--- src/rtl/uart_pkg.sv ---
// Shared types and helpers for the UART transmit arbiter.
// The FSM encoding lives here so the arbiter and its collaborators agree on it.
package uart_pkg;

  typedef enum logic [1:0] {
    ARB_IDLE = 2'd0,
    ARB_SEND = 2'd1,
    ARB_WAIT = 2'd2
  } arb_state_t;

  // Width of a counter or index that must hold values 0 .. n-1 (never zero bits wide).
  function automatic int cnt_width(input int n);
    return (n <= 1) ? 1 : $clog2(n);
  endfunction

endpackage

--- src/rtl/uart_rr_pick.sv ---
// Round-robin picker: one-hot selection of the first set request at or after rr_ptr.
// Purely combinational; the pointer itself is owned by the arbiter.
module uart_rr_pick
  import uart_pkg::*;
#(
  parameter int NUM_REQ = 4,
  localparam int PTR_W = cnt_width(NUM_REQ)
) (
  input  logic [NUM_REQ-1:0] req,
  input  logic [PTR_W-1:0]   rr_ptr,
  output logic [NUM_REQ-1:0] pick,
  output logic               any
);

  logic found;

  // NOTE: every variable written here is given a default first, so no latch is inferred.
  always_comb begin
    pick  = '0;
    found = 1'b0;
    for (int off = 0; off < NUM_REQ; off++) begin
      int idx;
      idx = int'(rr_ptr) + off;
      // Explicit wrap keeps the search correct for non-power-of-2 NUM_REQ.
      if (idx >= NUM_REQ) idx = idx - NUM_REQ;
      if (!found && req[idx]) begin
        pick[idx] = 1'b1;
        found     = 1'b1;
      end
    end
  end

  assign any = |req;

endmodule

--- src/rtl/uart_tx_arbiter.sv ---
// Shares one UART transmitter among NUM_REQ byte producers, round-robin per burst.
// A burst ends on req_last, on a dropped req_valid, or after MAX_BURST bytes.
module uart_tx_arbiter
  import uart_pkg::*;
#(
  parameter int NUM_REQ   = 4,
  parameter int DBIT      = 8,
  parameter int MAX_BURST = 16
) (
  input  logic                    clk,
  input  logic                    reset,
  input  logic [NUM_REQ-1:0]      req_valid,
  input  logic [NUM_REQ*DBIT-1:0] req_data,
  input  logic [NUM_REQ-1:0]      req_last,
  output logic [NUM_REQ-1:0]      req_ready,
  output logic [NUM_REQ-1:0]      grant,
  output logic                    busy,
  output logic                    tx_start,
  output logic [DBIT-1:0]         tx_din,
  input  logic                    tx_done_tick
);

  localparam int PTR_W = cnt_width(NUM_REQ);
  localparam int CNT_W = cnt_width(MAX_BURST);
  localparam logic [PTR_W-1:0] PTR_MAX = PTR_W'(NUM_REQ - 1);
  localparam logic [CNT_W-1:0] CNT_MAX = CNT_W'(MAX_BURST - 1);

  arb_state_t         state_q, state_d;
  logic [NUM_REQ-1:0] grant_q, grant_d;
  logic [DBIT-1:0]    tx_din_q, tx_din_d;
  logic [PTR_W-1:0]   rr_ptr_q, rr_ptr_d;
  logic [CNT_W-1:0]   burst_cnt_q, burst_cnt_d;
  logic               last_q, last_d;
  logic               tx_start_q, tx_start_d;

  logic [NUM_REQ-1:0] pick;
  logic               any_req;
  logic [PTR_W-1:0]   g_idx;
  logic [PTR_W-1:0]   g_next;
  logic [DBIT-1:0]    g_data;
  logic               g_valid;
  logic               g_last;

  uart_rr_pick #(
    .NUM_REQ (NUM_REQ)
  ) u_pick (
    .req    (req_valid),
    .rr_ptr (rr_ptr_q),
    .pick   (pick),
    .any    (any_req)
  );

  // Decode the one-hot owner into its index and its requester's handshake signals.
  always_comb begin
    g_idx   = '0;
    g_data  = '0;
    g_valid = 1'b0;
    g_last  = 1'b0;
    for (int i = 0; i < NUM_REQ; i++) begin
      if (grant_q[i]) begin
        g_idx   = PTR_W'(i);
        g_data  = req_data[i*DBIT +: DBIT];
        g_valid = req_valid[i];
        g_last  = req_last[i];
      end
    end
  end

  assign g_next = (g_idx == PTR_MAX) ? '0 : g_idx + 1'b1;

  always_comb begin
    state_d     = state_q;
    grant_d     = grant_q;
    tx_din_d    = tx_din_q;
    rr_ptr_d    = rr_ptr_q;
    burst_cnt_d = burst_cnt_q;
    last_d      = last_q;
    tx_start_d  = 1'b0;

    unique case (state_q)
      ARB_IDLE: begin
        if (any_req) begin
          grant_d     = pick;
          burst_cnt_d = '0;
          state_d     = ARB_SEND;
        end
      end
      ARB_SEND: begin
        if (g_valid) begin
          tx_din_d   = g_data;
          last_d     = g_last;
          tx_start_d = 1'b1;
          state_d    = ARB_WAIT;
        end else begin
          // Owner went quiet: the burst is over and the next requester gets priority.
          grant_d  = '0;
          rr_ptr_d = g_next;
          state_d  = ARB_IDLE;
        end
      end
      ARB_WAIT: begin
        if (tx_done_tick) begin
          if (last_q || burst_cnt_q == CNT_MAX) begin
            grant_d  = '0;
            rr_ptr_d = g_next;
            state_d  = ARB_IDLE;
          end else begin
            burst_cnt_d = burst_cnt_q + 1'b1;
            state_d     = ARB_SEND;
          end
        end
      end
      default: state_d = ARB_IDLE;
    endcase
  end

  // NOTE: sequential state uses non-blocking assignments only, so every flop samples pre-edge values.
  always_ff @(posedge clk) begin
    if (reset) begin
      state_q     <= ARB_IDLE;
      grant_q     <= '0;
      tx_din_q    <= '0;
      rr_ptr_q    <= '0;
      burst_cnt_q <= '0;
      last_q      <= 1'b0;
      tx_start_q  <= 1'b0;
    end else begin
      state_q     <= state_d;
      grant_q     <= grant_d;
      tx_din_q    <= tx_din_d;
      rr_ptr_q    <= rr_ptr_d;
      burst_cnt_q <= burst_cnt_d;
      last_q      <= last_d;
      tx_start_q  <= tx_start_d;
    end
  end

  assign req_ready = (state_q == ARB_SEND && g_valid) ? grant_q : '0;
  assign grant     = grant_q;
  assign busy      = (state_q != ARB_IDLE);
  assign tx_start  = tx_start_q;
  assign tx_din    = tx_din_q;

endmodule

--- config.mk ---
export PLATFORM = sky130hd
export DESIGN_NAME = uart_tx_arbiter
export DESIGN_NICKNAME = d
export VERILOG_FILES = /design/src/rtl/uart_pkg.sv /design/src/rtl/uart_rr_pick.sv /design/src/rtl/uart_tx_arbiter.sv
export SDC_FILE = /design/constraint.sdc
export NUM_CORES = 1
export LEC_CHECK = 0
export ABC_AREA = 0
export BUFFER_PORTS_ARGS = -buffer_cell sky130_fd_sc_hd__buf_4
export CORE_UTILIZATION = 49
export CTS_CLUSTER_SIZE = 16
export DETAILED_ROUTE_END_ITERATION = 6
export GPL_ROUTABILITY_DRIVEN = 0
export PLACE_DENSITY = 0.8
export REMOVE_ABC_BUFFERS = 1
export SLEW_MARGIN = 20
export SYNTH_ARGS = -nofsm -noshare
export SYNTH_HDL_FRONTEND = slang
export SYNTH_SLANG_ARGS = --single-unit
--- constraint.sdc ---
create_clock -name clk -period 2.85 [get_ports clk]
set_input_delay 0.57 -clock clk [delete_from_list [all_inputs] [get_ports clk]]
set_output_delay 0.57 -clock clk [all_outputs]
set_load 0.01 [all_outputs]
==> summary.txt <==
Run status
  – Outcome: finished, final reports clean

Power and ir drop
  – P_leak: 0.893 nW
  – Peak VDD IR: 0.373 mV
  – Power Total: 1.44 mW
  – PwrDens: 679 nW/um^2

Route
  – DR pass1 iterations: 7
  – ANT nets after route: 0
  – Via-per-instance ratio: 5.76
  – Via count: 1600
  – # DRC: 0
  – DRT iter0 DRCs: 71
  – Routed wire per std cell: 15.0 um
  – Wirelength, routed: 4.16 mm

Yosys
  – Synth unique cells: 41
  – Adder-cell share of the synthesized area: 9.46%
  – Post-synthesis area per instance: 8.97 um^2
  – Yosys synthesis warning count: 0
  – Register area share after synthesis: 27.7%
  – Cells after synthesis: 177
  – Mapped Area: 1590 um^2
  – Post-synth top area share: 27.7%
  – Yosys reg bits: 22
  – Compound-Gate Fraction of Synth Area: 29.2%
  – Dominant cells by area after synthesis: dfxtp_1, ha_1, a221oi_1
  – XOR/XNOR share of the synthesized area: 0%
  – Largest family of logic cells by synthesized area: compound AO/OA/AOI/OAI gates
  – Yosys top cell by area: dfxtp_1
  – Mux contribution to synthesized area: 6.38%
  – Simple-gate share of the synthesized area: 22.1%

Flow run
  – Max Cap Viol: 0

Die
  – Row Count: 20
  – Initial Utilization: 52.0%
  – Die height: 58.9 um
  – I/O Pins: 61
  – Core area: 3050 um^2
  – Die width: 58.9 um
  – Die Area: 3470 um^2

Global routing
  – Vias in the first global route: 1494
  – First-pass GRT wire length: 6.69 mm
  – Initial antenna violation count: 0
  – Largest net degree at the start of global routing: 26
  – Busiest grt layer: met2
  – Met3 Usage GRT: 2.86%
  – Grt total ovfl: 0
  – GR Util All Layers: 24.6%
  – Global-route met2 utilization: 44.0%
  – Grt met1 use: 31.2%

Clocking
  – Post-CTS setup buffers: 0
  – H-tree levels: 1
  – Root buf cell: clkbuf_4
  – CTS tree: yes
  – Max clock buf depth: 2
  – Worst-path clk slew: 0.14 ns
  – Worst skew pair latency: 0.31 ns
  – Cts-stage hold buffer count: 0
  – Cts repair resizes: 0
  – CTS buffer count: 3
  – Clk sinks: 22

STA
  – Setup Skew: 0.00548 ns
  – Pin slew with the least headroom to its limit: 0.447 ns
  – Setup violators final: 0
  – Post-layout min period: 2.65 ns
  – Fin. Hold Viols: 0
  – Pins Over Slew Limit: 0
  – Setup TNS: 0 ns
  – RSZ-0062 raised after global routing: false
  – Fmax: 377 MHz
  – Final period utilization: 93.1%
  – Slew headroom: 70.0%

Finish
  – Most frequent cells in the layout: buf_4, nor2_1, dfxtp_1, nand2_1, a221oi_1
  – Layout cells sized above 1: 38.0%
  – Reg area: 440 um^2
  – FILL cells: 241
  – Diode count: 0
  – Commonest non-fill, non-tap cell in the layout: buf_4
  – Final core utilization: 69.3%
  – Area growth, synth to finish: 33.3%
  – Nets: 290
  – Multi-input logic area: 1070 um^2

Critical path
  – CP max FO: 25
  – Critical Path RT: 2.28 ns
  – Path type of the worst setup path: reg -> out
  – Crit end category: primary output
  – Critical path, cell by cell: nor4b_4 -> buf_4 -> and2_1 -> o31a_4 -> and2_1 -> buf_4
  – CP peak stage delay: 0.51 ns
  – Worst EP arrival: 2.08 ns
  – Critical path's slowest cell: dfxtp_1
  – Worst Setup Start Kind: register

Place
  – DP Wirelength: 3.09 mm
  – Port Buffers: 60

Hold path
  – Class of the worst hold path: reg -> reg
==> sequential cells by signal, indices dropped and copies added (netlist names) <==
register     flops
burst_cnt_q      4
grant            4
last_q           1
rr_ptr_q         2
state_q          2
tx_din           8
tx_start         1
==> per-stage QoR <==
step	instance area [um^2]	hold WS (ns)	setup slack (ns)	instances
final	2120	0.484	0.197	278
after detailed placement	2060	0.466	0.495	274
after global routing	2120	0.531	0.106	278
after global placement	2060	0.459	0.609	274
after floorplan	1530	0.443	0.521	166
after CTS	2120	0.484	0.197	278
==> area by class of cell <==
class | instances | share of cell area, %
Clock inverter | 1 | 1.42
Multi-Input combinational cell | 138 | 50.4
Tap cell | 44 | 2.60
Inverter | 6 | 1.06
Timing Repair Buffer | 64 | 22.7
Sequential cell | 22 | 20.8
Clock buffer | 3 | 1.06
==> worst max-delay path: cells and delay by family (launching register included) <==
| kind | cells | cell delay (ns) |
|---|---|---|
| flops | 1 | 0.51 |
| compound gates | 1 | 0.47 |
| buf+inv | 2 | 0.33 |
| simple gates | 3 | 0.47 |
==> worst paths after layout <==
check	cells past startpoint	slack, ns	start	to
worst min-delay path	2	0.48	burst_cnt_q[1]	burst_cnt_q[1]
worst max-delay path	6	0.20	grant[1]	req_ready[0]
worst min register to register	2	0.48	burst_cnt_q[1]	burst_cnt_q[1]
worst max register to register	6	0.44	rr_ptr_q[0]	grant[1]
==> where the power goes <==
part	internal, mW	leakage [nW]	switching (mW)
clock network	0.142	0.0279	0.103
logic	0.368	0.686	0.398
registers	0.363	0.179	0.0626
total	0.873	0.893	0.564
==> cells by family (layout without fill, tap and decap cells) <==
kind of cell    count (synthesis)  in the layout
simple gates                   64             64
compound gates                 57             57
flops                          22             22
buf+inv                        17             74
fa+ha+maj                      12             12
mux                             5              5
==> cell usage after synthesis, drive strengths merged <==
library cell,number
nor2,26
dfxtp,22
a221oi,13
nand2,13
ha,12
a22oi,10
a211oi,9
a21oi,7
and2,7
o21ai,7
clkbuf,6
inv,6
buf,5
mux4,4
o2bb2ai,4
nand3,3
nor4b,2
o31ai,2
or2,2
or4,2
a211o,1
a21o,1
a311o,1
a31oi,1
mux2,1
nand3b,1
nand4,1
nand4b,1
nor2b,1
nor3,1
nor3b,1
o31a,1
or2b,1
or3,1
or4b,1
==> routing by layer <==
metal	up-vias	part of all wire, %	routed length (um)
li1	784	-	-
met4	0	1.0	43
met2	49	51	2120
met1	761	44	1820
met3	6	4.3	180
met5	-	0	0
Power figures use the tool's default switching activity.
